<file path="config.mk">
export PLATFORM = sky130hd
export DESIGN_NAME = mips_multicycle_core
export DESIGN_NICKNAME = d
export VERILOG_FILES = /design/src/rtl/mips_multicycle_core.sv
export SDC_FILE = /design/constraint.sdc
export NUM_CORES = 2
export LEC_CHECK = 0
export BUFFER_PORTS_ARGS = -buffer_cell sky130_fd_sc_hd__buf_2
export CORE_MARGIN = 2
export CORE_UTILIZATION = 50
export CTS_CLUSTER_DIAMETER = 60
export DETAILED_ROUTE_END_ITERATION = 8
export PLACE_DENSITY = 0.66
export RECOVER_POWER = 100
export SLEW_MARGIN = 10
export SYNTH_ARGS = -nofsm -noshare
export SYNTH_HDL_FRONTEND = slang
export SYNTH_SLANG_ARGS = --single-unit
</file>
<file path="constraint.sdc">
create_clock -name clk -period 4.1 [get_ports clk]
set_input_delay 0.205 -clock clk [delete_from_list [all_inputs] [get_ports clk]]
set_output_delay 0.205 -clock clk [all_outputs]
set_load 0.01 [all_outputs]
</file>
<file path="src/rtl/mips_multicycle_core.sv">
// mips_multicycle_core: multicycle MIPS-subset core (FSM controller + shared ALU)
// with a single unified instruction/data memory port using a req/ready handshake.
// Optional feature macro: MIPS_MC_BNE_EN (adds bne, opcode 05, as a BRANCH variant).
//
// Handshake: mem_req is a Moore decode of the FSM state and stays high, with
// mem_addr/mem_we/mem_wdata held constant, until a cycle in which mem_ready=1;
// the transfer completes on that rising edge. mem_ready is ignored when
// mem_req=0. Read data is sampled on the completing edge.
module mips_multicycle_core #(
  parameter logic [31:0] RESET_PC = 32'h0000_0000,
  parameter int          NREGS    = 32
) (
  input  logic        clk,
  input  logic        reset,
  output logic        mem_req,
  output logic        mem_we,
  output logic [31:0] mem_addr,
  output logic [31:0] mem_wdata,
  input  logic [31:0] mem_rdata,
  input  logic        mem_ready,
  output logic [31:0] pc,
  output logic        retire,
  output logic        trap,
  output logic [3:0]  dbg_state
);

  localparam int RW = $clog2(NREGS);

  localparam logic [5:0] OP_RTYPE = 6'h00;
  localparam logic [5:0] OP_J     = 6'h02;
  localparam logic [5:0] OP_BEQ   = 6'h04;
  localparam logic [5:0] OP_ADDI  = 6'h08;
  localparam logic [5:0] OP_LW    = 6'h23;
  localparam logic [5:0] OP_SW    = 6'h2B;
`ifdef MIPS_MC_BNE_EN
  localparam logic [5:0] OP_BNE   = 6'h05;
`endif

  localparam logic [5:0] FN_ADD = 6'h20;
  localparam logic [5:0] FN_SUB = 6'h22;
  localparam logic [5:0] FN_AND = 6'h24;
  localparam logic [5:0] FN_OR  = 6'h25;
  localparam logic [5:0] FN_SLT = 6'h2A;

  typedef enum logic [3:0] {
    S_FETCH  = 4'd0,
    S_DECODE = 4'd1,
    S_MEMADR = 4'd2,
    S_MEMRD  = 4'd3,
    S_MEMWB  = 4'd4,
    S_MEMWR  = 4'd5,
    S_EXEC   = 4'd6,
    S_ALUWB  = 4'd7,
    S_ADDIEX = 4'd8,
    S_ADDIWB = 4'd9,
    S_BRANCH = 4'd10,
    S_JUMP   = 4'd11,
    S_TRAP   = 4'd12
  } state_e;

  state_e      state_q, state_d;
  logic [31:0] pc_q, pc_d;
  logic [31:0] ir_q, ir_d;
  logic [31:0] a_q, a_d;
  logic [31:0] b_q, b_d;
  logic [31:0] alu_q, alu_d;
  logic [31:0] mdr_q, mdr_d;
  logic [31:0] rf_q [NREGS];

  logic          rf_we;
  logic [RW-1:0] rf_waddr;
  logic [31:0]   rf_wdata;

  // Instruction fields, always taken from the latched IR
  logic [5:0]    opcode;
  logic [5:0]    funct;
  logic [RW-1:0] rs_idx, rt_idx, rd_idx;
  logic [31:0]   signimm;
  logic [31:0]   rs_val, rt_val;
  logic [31:0]   alu_result;
  logic          funct_ok;
  logic          br_take;

  assign opcode  = ir_q[31:26];
  assign funct   = ir_q[5:0];
  assign rs_idx  = ir_q[21 +: RW];
  assign rt_idx  = ir_q[16 +: RW];
  assign rd_idx  = ir_q[11 +: RW];
  assign signimm = {{16{ir_q[15]}}, ir_q[15:0]};

  // Register 0 always reads as zero
  assign rs_val = (rs_idx == '0) ? 32'h0 : rf_q[rs_idx];
  assign rt_val = (rt_idx == '0) ? 32'h0 : rf_q[rt_idx];

`ifdef MIPS_MC_BNE_EN
  assign br_take = (opcode == OP_BNE) ? (a_q != b_q) : (a_q == b_q);
`else
  assign br_take = (a_q == b_q);
`endif

  // R-type ALU: wraps on overflow, slt is a signed compare
  always_comb begin
    alu_result = 32'h0;
    funct_ok   = 1'b1;
    case (funct)
      FN_ADD:  alu_result = a_q + b_q;
      FN_SUB:  alu_result = a_q - b_q;
      FN_AND:  alu_result = a_q & b_q;
      FN_OR:   alu_result = a_q | b_q;
      FN_SLT:  alu_result = {31'h0, ($signed(a_q) < $signed(b_q))};
      default: funct_ok   = 1'b0;
    endcase
  end

  // Next-state and datapath register updates
  always_comb begin
    state_d  = state_q;
    pc_d     = pc_q;
    ir_d     = ir_q;
    a_d      = a_q;
    b_d      = b_q;
    alu_d    = alu_q;
    mdr_d    = mdr_q;
    rf_we    = 1'b0;
    rf_waddr = rt_idx;
    rf_wdata = alu_q;
    case (state_q)
      S_FETCH: begin
        if (mem_ready) begin
          ir_d    = mem_rdata;
          pc_d    = pc_q + 32'd4;
          state_d = S_DECODE;
        end
      end
      S_DECODE: begin
        a_d   = rs_val;
        b_d   = rt_val;
        // Branch target precomputed while the ALU is otherwise idle
        alu_d = pc_q + {signimm[29:0], 2'b00};
        case (opcode)
          OP_RTYPE: state_d = funct_ok ? S_EXEC : S_TRAP;
          OP_LW:    state_d = S_MEMADR;
          OP_SW:    state_d = S_MEMADR;
          OP_BEQ:   state_d = S_BRANCH;
`ifdef MIPS_MC_BNE_EN
          OP_BNE:   state_d = S_BRANCH;
`endif
          OP_ADDI:  state_d = S_ADDIEX;
          OP_J:     state_d = S_JUMP;
          default:  state_d = S_TRAP;
        endcase
      end
      S_MEMADR: begin
        alu_d   = a_q + signimm;
        state_d = (opcode == OP_LW) ? S_MEMRD : S_MEMWR;
      end
      S_MEMRD: begin
        if (mem_ready) begin
          mdr_d   = mem_rdata;
          state_d = S_MEMWB;
        end
      end
      S_MEMWB: begin
        rf_we    = 1'b1;
        rf_waddr = rt_idx;
        rf_wdata = mdr_q;
        state_d  = S_FETCH;
      end
      S_MEMWR: begin
        if (mem_ready) state_d = S_FETCH;
      end
      S_EXEC: begin
        alu_d   = alu_result;
        state_d = S_ALUWB;
      end
      S_ALUWB: begin
        rf_we    = 1'b1;
        rf_waddr = rd_idx;
        rf_wdata = alu_q;
        state_d  = S_FETCH;
      end
      S_ADDIEX: begin
        alu_d   = a_q + signimm;
        state_d = S_ADDIWB;
      end
      S_ADDIWB: begin
        rf_we    = 1'b1;
        rf_waddr = rt_idx;
        rf_wdata = alu_q;
        state_d  = S_FETCH;
      end
      S_BRANCH: begin
        if (br_take) pc_d = alu_q;
        state_d = S_FETCH;
      end
      S_JUMP: begin
        pc_d    = {pc_q[31:28], ir_q[25:0], 2'b00};
        state_d = S_FETCH;
      end
      S_TRAP:  state_d = S_TRAP;
      default: state_d = S_TRAP;
    endcase
  end

  // State, datapath and register file storage
  always_ff @(posedge clk or negedge reset) begin
    if (!reset) begin
      state_q <= S_FETCH;
      pc_q    <= RESET_PC;
      ir_q    <= 32'h0;
      a_q     <= 32'h0;
      b_q     <= 32'h0;
      alu_q   <= 32'h0;
      mdr_q   <= 32'h0;
      for (int i = 0; i < NREGS; i++) rf_q[i] <= 32'h0;
    end else begin
      state_q <= state_d;
      pc_q    <= pc_d;
      ir_q    <= ir_d;
      a_q     <= a_d;
      b_q     <= b_d;
      alu_q   <= alu_d;
      mdr_q   <= mdr_d;
      if (rf_we && (rf_waddr != '0)) rf_q[rf_waddr] <= rf_wdata;
    end
  end

  // Moore memory-port decodes; gating with reset drops a pending request at once
  always_comb begin
    mem_req   = reset & ((state_q == S_FETCH) || (state_q == S_MEMRD) || (state_q == S_MEMWR));
    mem_we    = reset & (state_q == S_MEMWR);
    mem_addr  = (state_q == S_FETCH) ? pc_q : alu_q;
    mem_wdata = b_q;
  end

  // Retire pulses in the last cycle of each instruction; sw retires on its completing cycle
  always_comb begin
    retire = 1'b0;
    case (state_q)
      S_MEMWB, S_ALUWB, S_ADDIWB, S_BRANCH, S_JUMP: retire = 1'b1;
      S_MEMWR: retire = mem_ready;
      default: retire = 1'b0;
    endcase
  end

  assign trap      = (state_q == S_TRAP);
  assign pc        = pc_q;
  assign dbg_state = state_q;

endmodule

</file>
======== Word-level counts from Yosys, hierarchy flattened ========
Cells that the tools add are included.
operators by class
  add/subtract/negate cells ............... 5
  $lt $le $gt $ge ......................... 5
  equal/unequal tests ..................... 27
  muxes and demuxes ....................... 29
  bitwise gates (word level) .............. 8
  reduce and logical (&&, ||, !) cells .... 22
operators with widths
  cell                     number
  $bwmux W1024             1
  $mux W32                 11
  $bmux W32 S5             2
  $pmux W32 S3             2
  $demux W32 S5            1
  $pmux W32 S5             1
  $add A32 B32 Y32         3
  $eq A6 B6 Y1 const B     7
  $add A32 B3 Y32 const B  1
  $and A32 B32 Y32         1
  $eq A32 B32 Y1           1
  $lt A32 B32 Y1           1
  $or A32 B32 Y32          1
  $pmux W4 S8              1
  $sub A32 B32 Y32         1
  $eq A4 B4 Y1 const B     5
  $pmux W4 S5              1
  $ge A6 B6 Y1 const B     3
  $not A5 Y6               3
  $eq A4 B3 Y1 const B     4
  $mux W4                  4
  $logic_not A5 Y1         2
  $reduce_or A5 Y1         2
  $eq A4 B2 Y1 const B     2
  other kinds (24)         35
storage, ports and cells
  register bits after elaboration ......... 1220
  bits of input ports ..................... 35
  word-level logic and storage cells ...... 136

======== Longest topological paths before layout ========
  depth in word-level cells ............... 8
  gate-level depth with buffers ........... 14
  mapped depth without buffers ............ 14

======== Worst setup path before layout ========
OpenSTA, ideal clock, no wires.
  path type ............................... register to register
  from .................................... register ir_q[15]
  to ...................................... register alu_q[31]
  arrival time ............................ 3189 ps
  path slack .............................. 785 ps
  cell stages (with the launch flop) ...... 12
  buffers on the path ..................... 0
  period minus slack after synthesis ...... 3315 ps
  cells stage by stage .................... dfrtp_1 ha_1 nand4_2 nor3_1 a2111o_1 a221o_1 nand2_1 o21ai_1 xnor2_1 a221oi_1 o21ai_0 o32a_1
on the way
  cells in the longest elaborated chain, start to end .. 2
  elaborated cells between the ends (all ways) .. 3
  classes of those cells .................. 2 x add/sub; 1 x mux
RTL lines
  item                                        RTL line       RTL
  start, declared                             63             logic [31:0] ir_q, ir_d;
  start signal, assigned                      219            ir_q <= ir_d;
  $add A32 B32 Y32, on equally long branches  154, 183, 139
  $pmux W32 S3 *                              127            case (state_q)
  end signal, assigned                        222            alu_q <= alu_d;
  end, declared                               66             logic [31:0] alu_q, alu_d;
Every way passes the cells marked *; elsewhere a longest branch is shown, timed or not.
A chain may end at the register's enable or synchronous reset.

======== Worst setup path in the final report ========
  from .................................... register ir_q[21]
  to ...................................... register a_q[0]
on the way
  cells in the longest elaborated chain, start to end .. 5
  elaborated cells between the ends (all ways) .. 6
  classes of those cells .................. 4 x mux; 1 x bitwise; 1 x reduce/logical
RTL lines
  item                                          RTL line  RTL
  $not A5 Y6 (not written as such)              92        assign rs_val = (rs_idx == '0) ? 32'h0 : rf_q[rs_idx];
  $bmux W32 S5                                  92
  $mux W32 (not written as such) (2 in series)  92
  $mux W32 *                                    92
  end signal, assigned                          211       a_q <= 32'h0;
  end signal, assigned                          220       a_q <= a_d;
  end, declared                                 64        logic [31:0] a_q, a_d;
Every way passes the cells marked *; elsewhere a longest branch is shown, timed or not. The select of a mux whose other input is x is not followed.

==> metrics.md <==
| Metric | Value |
|---|---|
| Synthesis Warnings | `0` |
| FF-to-FF path depth | `6` |
| Synth unique cells | `90` |
| Pre-CTS setup slack | `320 ps` |
| Crit-path max FO | `29` |
| CTS Buffer Depth | `3` |
| Core Box Area | `0.137 mm²` |
| Via count | `roughly 55000` |
| P per Cell Area | `a little under 900 mW/mm²` |
| Setup tns final | `0 ps` |
| Port bufs | `138` |
| R2R setup slack | `150 ps` |
| Clock network power share | `between 10% and 20%` |
| Placed cell count | `between 8000 and 9000` |
| Reg-to-reg startpoint | `ir_q[21]$_DFFE_PN0P_` |
| Area contributors post-synth | `dfrtp_1 (44%), mux4_2 (18%), o21ai_0 (7.2%)` |
| Status | `finished, violations left` |
| RePlAce Congestion | `about 0.98` |
| Async S/R FF share, synth | `100%` |
| P_int | `around 38 mW` |
| Total Nets Final | `around 6700` |
| Die ar. | `about 0.14 mm²` |
| WP data arrival | `approximately 4600 ps` |
| Worst slew pin tran | `around 2700 ps` |
| Syn_nets | `6717` |
| Post-synth EDFFs | `0` |
| Post-DRT Antenna Nets | `0` |
| Sink Count | `1220` |
| Drc violations | `0` |
| Antenna violations before repair | `5` |
| Required time worst endpoint | `~4700 ps` |
| Critical Path Source Type | `flop` |
| Kind of critical path | `reg2reg` |
| CTS clk-pin slew, worst paths | `around 60 ps` |
| Rows | `about 140` |
| Total iterations of the first detailed-routing run | `6` |
| Initial Utilization | `a little over 50%` |
| Mean Syn Cell Area | `roughly 11 µm²` |
| FILL cells | `11600` |
| Area fraction of the dominant cell type after synthesis | `~44%` |
| Failing checks | `capacitance limit, slew limit` |
| RSZ-0062 raised after global routing | `no` |
| Die height | `375 µm` |
| Final cycle utilization of the critical path | `96.4%` |
| Vias in the first global route | `roughly 54000` |
| Seq pwr share | `between 30% and 40%` |
| Hpwl dp | `160000 µm` |
| DR iter-0 viols | `6373` |
| Endpoints failing hold | `0` |
| Final setup fails | `0` |
| Clock Root Buffer | `clkbuf_16` |
| Clock tree from TritonCTS | `built` |
| Post-synthesis instance area | `0.0690 mm²` |
| Largest net degree at the start of global routing | `roughly 120` |
| Area of the multi-input gates | `~0.036 mm²` |
| Maximum VDD drop | `0.593 mV` |
| Final clock skew | `between 30 and 40 ps` |
| Width of the chip | `375 µm` |
| Switching power | `~30 mW` |
| Global Route Usage Sum | `between 30% and 40%` |
| Io pins | `about 140` |
| Switching share of power | `between 40 and 50%` |
| Max cap viols | `13` |
| Clock latency on the worst-skew pair | `810 ps` |
| Core Util, Final | `a little under three fifths` |
| Main synth FF type | `dfrtp_1` |
| Syn Inst Count | `6521` |
| Combinational Power Share | `roughly half` |
| DR vias/cell | `between 6 and 7` |
| Setup ws final | `approximately 150 ps` |
| Inserted Clock Buffers | `approximately 140` |
| Post-CTS Setup Bufs | `0` |
| Reg2reg end | `a_q[0]$_DFFE_PN0P_` |
| FMAX | `approximately 0.25 GHz` |
| Total grt overflow | `0` |
| Area Growth Syn to Fin | `11.7%` |
| Routed WL per cell | `28.8 µm` |
| First-pass GRT wire length | `around 360000 µm` |
| Hold_ws | `33.4 ps` |
| Relative slew margins | `-81.1%` |
| # H-tree levels | `4` |
| Share of cells above drive strength 1 | `between 10% and 20%` |
| Synthesis-stage register bit count | `1220` |
| Synth area leader | `dfrtp_1` |
| Tmin final | `a little under 4000 ps` |
| Slew Viols, Final | `983` |
| Lkg Pwr | `33.0 nW` |
| Hold Crit Class | `in2async` |
| CP endpoint kind | `flop` |
| Routed wire length | `between 200000 and 250000 µm` |
| Non-filler cells, final | `approximately 8400` |
| Sequential-to-total area share from yosys stat | `44.3%` |
| Worst Setup SP | `ir_q[21]$_DFFE_PN0P_` |
| Register Area | `slightly above 0.03 mm²` |
-- cell type report --
type	count	area share, %
Timing Repair Buffer	439	4.19
Clock buffer	205	5.51
Clock inverter	49	0.796
Inverter	118	0.578
Tap cell	1794	2.91
Sequential cell	1220	39.7
Antenna cell	1	0.00325
Multi-Input combinational cell	4573	46.3
-- synth_stat cells, drive strengths merged (25+ instances only) --
library cell / number
and3: 26
o31ai: 25
mux2: 100
dfrtp: 1220
nor3: 51
nand2b: 25
mux4: 544
ha: 157
nand3: 41
nand2: 1057
a31oi: 36
clkbuf: 478
o21ai: 1048
a221oi: 52
xnor2: 57
inv: 118
a211oi: 27
o211ai: 28
o22ai: 96
a21o: 31
a21oi: 330
mux2i: 179
o221ai: 28
buf: 132
nor2: 362
-- power groups by stage --
stage          registers, mW  logic (mW)  clock network [mW]
3_3_place_gp            20.6        33.2                   0
2_1_floorplan           19.1        23.0                   0
3_5_place_dp            21.0        33.5                   0
5_1_grt                 21.5        36.0                13.8
4_1_cts                 20.8        33.7                13.3
6_report                21.0        33.7                13.2
-- metrics by stage --
step / total power, mW / cell area, µm²
5_1_grt: 71.3 / 77000
2_1_floorplan: 42.0 / 69000
3_5_place_dp: 54.5 / 72700
6_report: 67.9 / 77000
4_1_cts: 67.8 / 77900
3_3_place_gp: 53.8 / 72700
-- layer usage --
layer | vias up | global-route usage [%] | wire [µm]
li1 | 23700 | - | -
met3 | 640 | 7.77 | 22600
met2 | 2763 | 53.7 | 111000
met1 | 27600 | 46.8 | 96300
met5 | - | 0 | 30
met4 | 4 | 14.6 | 12200
-- cells in the final DEF, fill, tap and decap left out, types with 96 or more instances in the layout --
cell type / instances
buf_4: 148
ha_1: 157
o22ai_1: 96
clkbuf_16: 148
inv_1: 117
nor2_1: 359
a21oi_1: 291
nand2_1: 1036
o21ai_0: 1029
mux2i_1: 146
mux2_2: 97
dfrtp_1: 1207
mux4_2: 544
clkbuf_1: 149
-- kinds of logic after synthesis --
family | Yosys count | synth area share [%]
muxes | 823 | 22.0
DFF | 1220 | 44.3
and+or+nand+nor | 1685 | 10.1
AOI/OAI and AO/OA | 1826 | 15.3
adders and majority gates | 161 | 2.96
xor gates and xnor gates | 78 | 0.991
buffers and inverters | 728 | 4.34
-- flip-flops by register name (all words and copies together), names as in the netlist --
register   flops
mem_wdata     32
pc            32
ir_q          32
dbg_state      4
rf_q        1024
a_q           32
alu_q         32
mdr_q         32
-- repair_timing --
action,in CTS,in global routing
resized for setup,0,1
hold buffers,34,0
endpoints found under the hold margin,171,0
endpoints found under the setup margin,0,1
-- how the worst max path moves through the flow --
stage / slack, ps / endpoint
after floorplan: 780 / alu_q[31]$_DFFE_PN0P_
after global placement: 300 / alu_q[30]$_DFFE_PN0P_
after detailed placement: 320 / alu_q[30]$_DFFE_PN0P_
after CTS: 280 / alu_q[30]$_DFFE_PN0P_
after global routing: 70 / rf_q[729]$_DFFE_PN0P_
final: 150 / a_q[0]$_DFFE_PN0P_
-- worst max-delay path, stage by stage (launching register included) --
cell and delay (ps):
dfrtp_2 1270, clkbuf_4 650, buf_12 220, mux4_2 510, mux4_2 470, mux2i_1 450, o22ai_1 140
Note: power is estimated with default switching activity, not from simulation.
